[config.mk]
export PLATFORM = sky130hd
export DESIGN_NAME = param_swap_regfile
export DESIGN_NICKNAME = d
export VERILOG_FILES = /design/src/rtl/param_swap_regfile.sv
export SDC_FILE = /design/constraint.sdc
export NUM_CORES = 1
export LEC_CHECK = 0
export BUFFER_PORTS_ARGS = -buffer_cell sky130_fd_sc_hd__buf_2
export CAP_MARGIN = 15
export CORE_MARGIN = 2
export CORE_UTILIZATION = 57
export DETAILED_ROUTE_END_ITERATION = 8
export GPL_TIMING_DRIVEN = 0
export HOLD_SLACK_MARGIN = 0.03
export PLACE_DENSITY = 0.81
export SYNTH_ARGS = -nofsm -noshare
export SYNTH_HDL_FRONTEND = slang
export SYNTH_SLANG_ARGS = --single-unit
[constraint.sdc]
create_clock -name clk -period 1.7 [get_ports clk]
set_input_delay 0.17 -clock clk [delete_from_list [all_inputs] [get_ports clk]]
set_output_delay 0.17 -clock clk [all_outputs]
set_load 0.05 [all_outputs]
[src/rtl/param_swap_regfile.sv]
// -----------------------------------------------------------------------------
// param_swap_regfile
//
// Purpose:
//   DEPTH x WIDTH register file driven by a small command interface. Supported
//   commands are a single-cycle write, a two-cycle swap of two registers and,
//   optionally, a single-cycle in-place add. An init command reloads every
//   register with its own index (mod 2^WIDTH) and aborts any swap in flight.
//
// Configuration macro:
//   RF_ADD_OP_EN - when defined, op_code 2'b10 is an add:
//                  r[addr_x] <= r[addr_x] + r[addr_y], with the carry dropped.
//                  When undefined, 2'b10 is treated as an illegal opcode and
//                  no adder is built.
//
// Ports:
//   clk        in   rising-edge clock for all state
//   reset      in   synchronous, active-high reset
//   init       in   synchronous reload of all registers with their index
//   op_valid   in   command request
//   op_ready   out  command accepted when op_valid && op_ready at an edge
//   op_code    in   00 write, 01 swap, 10 add (optional), 11 illegal
//   addr_x     in   first operand / destination index
//   addr_y     in   second operand index
//   wr_data    in   write data
//   rd_addr_a  in   read port A index
//   rd_addr_b  in   read port B index
//   rd_data_a  out  combinational r[rd_addr_a]
//   rd_data_b  out  combinational r[rd_addr_b]
//   regs_flat  out  all registers, register i at [i*WIDTH +: WIDTH]
//   done       out  one-cycle pulse after a legal operation commits
//   err        out  one-cycle pulse after an illegal opcode is accepted
// -----------------------------------------------------------------------------
module param_swap_regfile #(
  parameter int WIDTH = 4,
  parameter int DEPTH = 8,
  localparam int AW = $clog2(DEPTH)
) (
  input  logic                   clk,
  input  logic                   reset,
  input  logic                   init,
  input  logic                   op_valid,
  output logic                   op_ready,
  input  logic [1:0]             op_code,
  input  logic [AW-1:0]          addr_x,
  input  logic [AW-1:0]          addr_y,
  input  logic [WIDTH-1:0]       wr_data,
  input  logic [AW-1:0]          rd_addr_a,
  input  logic [AW-1:0]          rd_addr_b,
  output logic [WIDTH-1:0]       rd_data_a,
  output logic [WIDTH-1:0]       rd_data_b,
  output logic [WIDTH*DEPTH-1:0] regs_flat,
  output logic                   done,
  output logic                   err
);

  typedef enum logic [0:0] {
    ST_IDLE = 1'b0,
    ST_SWAP = 1'b1
  } state_t;

  localparam logic [1:0] OP_WRITE   = 2'b00;
  localparam logic [1:0] OP_SWAP    = 2'b01;
  localparam logic [1:0] OP_ADD     = 2'b10;
  localparam logic [1:0] OP_ILLEGAL = 2'b11;

  // Value a register takes on reset or init: its own index, truncated.
  function automatic logic [WIDTH-1:0] index_value(input int idx);
    return WIDTH'(idx);
  endfunction

  state_t           state_q, state_d;
  logic [WIDTH-1:0] regs_q [DEPTH];
  logic [WIDTH-1:0] regs_d [DEPTH];
  logic [WIDTH-1:0] tmp_x_q, tmp_x_d;
  logic [WIDTH-1:0] tmp_y_q, tmp_y_d;
  logic [AW-1:0]    swap_x_q, swap_x_d;
  logic [AW-1:0]    swap_y_q, swap_y_d;
  logic             done_q, done_d;
  logic             err_q, err_d;

`ifdef RF_ADD_OP_EN
  logic [WIDTH-1:0] add_sum;
  // Carry out is intentionally discarded: the sum wraps mod 2^WIDTH.
  assign add_sum = regs_q[addr_x] + regs_q[addr_y];
`endif

  // State register: all flops, synchronous reset to the index pattern.
  always_ff @(posedge clk) begin
    if (reset) begin
      state_q  <= ST_IDLE;
      for (int i = 0; i < DEPTH; i++) begin
        regs_q[i] <= index_value(i);
      end
      tmp_x_q  <= '0;
      tmp_y_q  <= '0;
      swap_x_q <= '0;
      swap_y_q <= '0;
      done_q   <= 1'b0;
      err_q    <= 1'b0;
    end else begin
      state_q  <= state_d;
      regs_q   <= regs_d;
      tmp_x_q  <= tmp_x_d;
      tmp_y_q  <= tmp_y_d;
      swap_x_q <= swap_x_d;
      swap_y_q <= swap_y_d;
      done_q   <= done_d;
      err_q    <= err_d;
    end
  end

  // Next-state logic: command decode, swap sequencing and init override.
  always_comb begin
    state_d  = state_q;
    regs_d   = regs_q;
    tmp_x_d  = tmp_x_q;
    tmp_y_d  = tmp_y_q;
    swap_x_d = swap_x_q;
    swap_y_d = swap_y_q;
    done_d   = 1'b0;
    err_d    = 1'b0;

    if (init) begin
      // Init wins over everything: a pending swap is dropped without its
      // write-back and no done/err is reported for it.
      for (int i = 0; i < DEPTH; i++) begin
        regs_d[i] = index_value(i);
      end
      state_d = ST_IDLE;
    end else begin
      case (state_q)
        ST_IDLE: begin
          // op_ready is just "IDLE and no init" here, so op_valid alone accepts.
          if (op_valid) begin
            case (op_code)
              OP_WRITE: begin
                regs_d[addr_x] = wr_data;
                done_d         = 1'b1;
              end
              OP_SWAP: begin
                tmp_x_d  = regs_q[addr_x];
                tmp_y_d  = regs_q[addr_y];
                swap_x_d = addr_x;
                swap_y_d = addr_y;
                state_d  = ST_SWAP;
              end
`ifdef RF_ADD_OP_EN
              OP_ADD: begin
                regs_d[addr_x] = add_sum;
                done_d         = 1'b1;
              end
`else
              OP_ADD: begin
                err_d = 1'b1;
              end
`endif
              OP_ILLEGAL: begin
                err_d = 1'b1;
              end
              default: begin
                err_d = 1'b1;
              end
            endcase
          end else begin
            state_d = ST_IDLE;
          end
        end
        ST_SWAP: begin
          // With equal addresses both writes target one register and both
          // temporaries hold the same value, so the register is unchanged.
          regs_d[swap_x_q] = tmp_y_q;
          regs_d[swap_y_q] = tmp_x_q;
          done_d           = 1'b1;
          state_d          = ST_IDLE;
        end
        default: begin
          state_d = ST_IDLE;
        end
      endcase
    end
  end

  // Output logic: handshake and combinational read ports (no write bypass).
  always_comb begin
    op_ready  = (state_q == ST_IDLE) && !init;
    rd_data_a = regs_q[rd_addr_a];
    rd_data_b = regs_q[rd_addr_b];
    done      = done_q;
    err       = err_q;
  end

  for (genvar g = 0; g < DEPTH; g++) begin : g_flat
    assign regs_flat[g*WIDTH +: WIDTH] = regs_q[g];
  end

endmodule

* Word-level counts from Yosys, hierarchy flattened *
Cells that the tools add are included.

storage, ports and cells
  bits in registers = 49
  output and inout port bits = 43
  word-level logic and storage cells = 80

cells by class
  $lt $le $gt $ge = 9
  equality and inequality tests = 5
  mux-type cells = 31
  bitwise operators = 9
  reductions and logical operators = 11

operator list
  kind                                                                          number
  32-bit bitwise mux                                                            3
  32-bit two-way mux                                                            2
  32-bit one-hot mux with 2 select lines                                        1
  4-bit binary-select mux with 3-bit select                                     4
  4-bit two-way mux                                                             11
  4-bit demux with 3-bit select                                                 3
  4-bit >= comparator, second input constant                                    6
  3-bit NOT with 4-bit output                                                   6
  4-bit by 1-bit less-than comparator with 1-bit output, second input constant  3
  1-bit two-way mux                                                             5
  2-bit == test, second input constant                                          2
  1-bit logical AND                                                             4
  1-bit one-hot mux with 2 select lines                                         2
  4-bit AND reduction                                                           1
  2-bit OR reduction                                                            2
  4-bit OR reduction                                                            1
  1-bit NOT                                                                     3
  2-bit by 1-bit == test with 1-bit output, second input constant               1
  2-bit zero test                                                               1
  2-bit by 1-bit inequality test with 1-bit output, second input constant       1
  2-bit inequality test, second input constant                                  1
  2-bit AND reduction                                                           1
  1-bit zero test                                                               1

* Depth between registers and ports, before layout *
  depth in word-level cells = 9
  gate-level depth with buffers = 6
  mapped depth without buffers = 4

* Worst setup path before layout *
No wires, ideal clock.

  path kind = register -> output
  start point = reg regs_q, in the netlist regs_flat[29]
  end point = out rd_data_a[1]
  arrival = 1.395 ns
  path slack = 0.135 ns
  cell stages (with the launch flop) = 3
  path through = dfxtp_1 mux4_2 mux2_2

between the ends
  longest elaborated chain between the ends = 3

RTL lines
  element                                                line  RTL
  start: declaration                                     73    logic [WIDTH-1:0] regs_q [DEPTH];
  start signal: indexed assignment                       93    regs_q[i] <= index_value(i);
  start signal: assignment                               103   regs_q <= regs_d;
  4-bit binary-select mux with 3-bit select              187   rd_data_a = regs_q[rd_addr_a];
  4-bit two-way mux (not written as such) (2 in series)  187
  end: declaration                                       50    output logic [WIDTH-1:0] rd_data_a,

Every way passes these cells. The select of a mux whose other input is x is not followed.

* Final worst setup path *
  start point = reg regs_q, in the netlist regs_flat[23]
  end point = out rd_data_b[3]

between the ends
  longest elaborated chain between the ends = 3

RTL lines
  element                                                line  RTL
  4-bit binary-select mux with 3-bit select              188   rd_data_b = regs_q[rd_addr_b];
  4-bit two-way mux (not written as such) (2 in series)  188
  end: declaration                                       51    output logic [WIDTH-1:0] rd_data_b,

Every way passes these cells. The select of a mux whose other input is x is not followed.

==> flow_metrics.py <==
metrics = {
    "timing": {
        "rsz0062_at_grt": "yes",
        "slew_viol_final": 0,
        "setup_violations": 8,
        "finalClockSkew_ns": 0.0147,
        "max_freq_mhz": 548,
        "period_share_pct": 107,
        "hold_slack_ns": 0.0528,
        "hold_violations": 0,
        "relSlewSlack_pct": 50.6,
        "setup_ws_ns": -0.126,
        "worst_slew_pin_slew_ns": 0.739,
        "min_period_ns": 1.83,
    },
    "global_routing": {
        "antenna_found_initial": 0,
        "grt_pass1_vias": 3636,
        "grt_pass1_wl_mm": 20.9,
        "grt_remaining_overflow": 0,
        "track_usage_pct": 38.6,
        "grt_max_degree": 17,
    },
    "clock_tree": {
        "htree_levels": 2,
        "clkTransAtPathRegs_ns": 0.10,
        "clock_latency_ns": 0.32,
        "cts_tree": "built",
        "root_buffer": "clkbuf_8",
        "clockBufferDepth": 2,
        "cts_buffers": 5,
        "ctsHoldBuffers": 0,
        "cts.sinks": 49,
    },
    "synth": {
        "synth_seq_cells": 49,
        "ys_seq_area_share_pct": 26.8,
        "syn_area_um2": 3660,
        "postSynthNetCount": 405,
        "yosysWarnings": 0,
        "synthArstFlopShare_pct": 0,
        "synth_cells": 383,
        "postSynthAreaPerCell_um2": 9.57,
        "synth.lib_cells_used.distinct": 56,
        "ys.flop_type": "dfxtp_1",
        "synth_edf_count": 0,
    },
    "detailed_routing": {
        "vias": 3915,
        "ant_nets": 0,
        "drc_errors": 0,
        "drtPass1Iterations": 8,
        "viasPerCell": 7.33,
        "drt-initial-drc-count": 864,
        "wl_mm": 13.7,
        "wl_per_cell_um": 25.6,
    },
    "pwr": {
        "p_clk_share_pct": 34.6,
        "irDropWorstVdd_v": 0.000523,
        "cellLeakagePower_nw": 1.66,
        "seqPwrFrac_pct": 45.5,
        "intPower_w": 0.00180,
        "p_comb_share_pct": 20.0,
        "swShare_pct": 30.0,
        "p_sw_w": 0.000772,
        "power_density_nw_per_um2": 580,
    },
    "die": {
        "fp.dieH_um": 84.2,
        "die_area_um2": 7090,
        "start_util_pct": 58.4,
        "num_rows": 29,
        "top_level_ports": 65,
        "die_x_um": 84.2,
        "coreArea_um2": 6280,
    },
    "place": {
        "placedCellCount": 516,
        "dp_slack_ns": -0.0132,
        "hpwl_mm": 9.51,
        "gp_congestion": 0.957,
        "portBuffers": 56,
    },
    "layout": {
        "n_antenna_cell": 0,
        "nets": 478,
        "most-common-layout-cells": "buf_2 (61), a21oi_1 (28), mux4_2 (26)",
        "n_fill_cell": 487,
        "drive_gt1_share_pct": 45.3,
        "stdcell_count": 534,
        "final_common_cell": "buf_2",
        "area_delta_synth_final_pct": 20.8,
    },
    "critical_path": {
        "slowest_delay_ns": 0.50,
        "critPathSlowestCell": "mux4_2",
        "startpoint_type": "flip-flop",
        "crit_path_end_kind": "output port",
        "critPathRequiredTime_ns": 1.53,
        "path_class": "reg2out",
        "worstPathMaxFanout": 6,
        "arrival_ns": 1.66,
        "path_cells": "mux4_2 > mux2_4 > buf_8",
    },
    "job": {
        "drv_cap": 0,
    },
    "hold_path": {
        "hp-class": "in2reg",
    },
    "outcome": {
        "status": "complete, but fails checks",
        "violations": "setup timing",
    },
}
==> power groups by stage <==
stage	sequential, W	clock, W	combinational [W]
2_1_floorplan	0.00122	0	0.000319
3_3_place_gp	0.00121	0	0.000449
3_5_place_dp	0.00121	0	0.000457
4_1_cts	0.00117	0.000879	0.000497
5_1_grt	0.00117	0.000933	0.000537
6_report	0.00117	0.000888	0.000514
==> cell families after synthesis <==
group | Yosys count | synth area share [%]
compound gates | 120 | 23.2
buf+inv | 40 | 6.18
flops | 49 | 26.8
mux | 44 | 21.2
simple gates | 130 | 22.6
==> final timing paths <==
kind	slack [ns]	start	cells after the start	to
min reg2reg	0.51	tmp_x_q[1]	2	tmp_x_q[1]
min	0.05	reset	2	tmp_y_q[3]
max reg2reg	0.03	state_q	5	regs_flat[19]
max	-0.13	regs_flat[23]	3	rd_data_b[3]
==> registers in the layout, summed over array words and instances, names as in the netlist <==
register   count
tmp_x_q        4
swap_x_q       3
err            1
done           1
regs_flat     32
swap_y_q       3
tmp_y_q        4
state_q        1
==> layout make-up <==
| cell class | count | area, um^2 | area share [%] |
|---|---|---|---|
| well taps | 77 | 96.3 | 2.18 |
| multi-input cells | 294 | 2500 | 56.6 |
| plain buffers | 39 | 220 | 4.98 |
| clock buffers | 5 | 68.8 | 1.55 |
| repair buffers | 67 | 443 | 10.0 |
| clock inverters | 3 | 43.8 | 0.990 |
| flip-flops and latches | 49 | 1050 | 23.7 |
==> timing repair <==
item	CTS	global route
gates cloned	0	0
gates resized for setup	70	14
endpoints found under the setup margin	12	25
hold endpoints to repair	0	0
setup buffers	10	1
pin swaps	0	1
==> worst max-delay path, delay by kind of cell (launching register included) <==
kind	cells	cell delay (ns)
buffers and inverters	1	0.15
DFF	1	0.38
muxes	2	0.80
==> per-layer routing <==
layer  track usage (%)  wire length (um)  vias to the layer above
met5                 0                 0                        -
met4              22.3               960                        0
met3              7.57              1690                       92
met2              58.8              6060                      328
met1              51.3              4990                     1829
li1                  -                 -                     1666
==> synthesized netlist by cell type (2+ instances only) <==
| cell | instances | area share [%] |
|---|---|---|
| dfxtp_1 | 49 | 27 |
| a21oi_1 | 28 | 3.8 |
| mux4_2 | 26 | 16 |
| nand2_1 | 25 | 2.6 |
| nor2_1 | 22 | 2.3 |
| o21ai_0 | 17 | 2.3 |
| a222oi_1 | 16 | 4.4 |
| nor3_1 | 16 | 2.2 |
| buf_2 | 14 | 1.9 |
| a31oi_1 | 13 | 2.2 |
| clkbuf_1 | 11 | 1.1 |
| nor2b_1 | 11 | 1.9 |
| mux2_2 | 10 | 3.1 |
| a22oi_1 | 9 | 1.8 |
| a221oi_1 | 8 | 1.9 |
| mux2i_1 | 8 | 2.2 |
| nor3b_2 | 7 | 2.4 |
| a211oi_1 | 6 | 1.2 |
| a221o_1 | 5 | 1.4 |
| and2_2 | 5 | 1.0 |
| and2_4 | 5 | 1.2 |
| buf_1 | 5 | 0.51 |
| buf_6 | 5 | 1.5 |
| a221o_2 | 4 | 1.2 |
| and2_1 | 4 | 0.68 |
| and3_1 | 4 | 0.68 |
| and3b_1 | 4 | 0.96 |
| nand3_1 | 4 | 0.55 |
| o21ai_1 | 4 | 0.55 |
| a21oi_2 | 3 | 0.72 |
| buf_4 | 3 | 0.61 |
| nand3b_1 | 3 | 0.61 |
| nor3b_1 | 3 | 0.61 |
| a311oi_1 | 2 | 0.48 |
| a31o_2 | 2 | 0.48 |
| and4b_1 | 2 | 0.55 |
==> stage by stage <==
stage          util, %  cell area (um^2)  total power, W  setup TNS, ns
2_1_floorplan        -              3660         0.00154              0
3_3_place_gp      64.4              4040         0.00166              0
3_5_place_dp      64.4              4040         0.00167        -0.0132
4_1_cts           70.0              4400         0.00255         -0.457
5_1_grt           70.5              4430         0.00264         -0.893
6_report          70.5              4430         0.00257         -0.712
No activity file was read; power rests on OpenSTA's default activity.
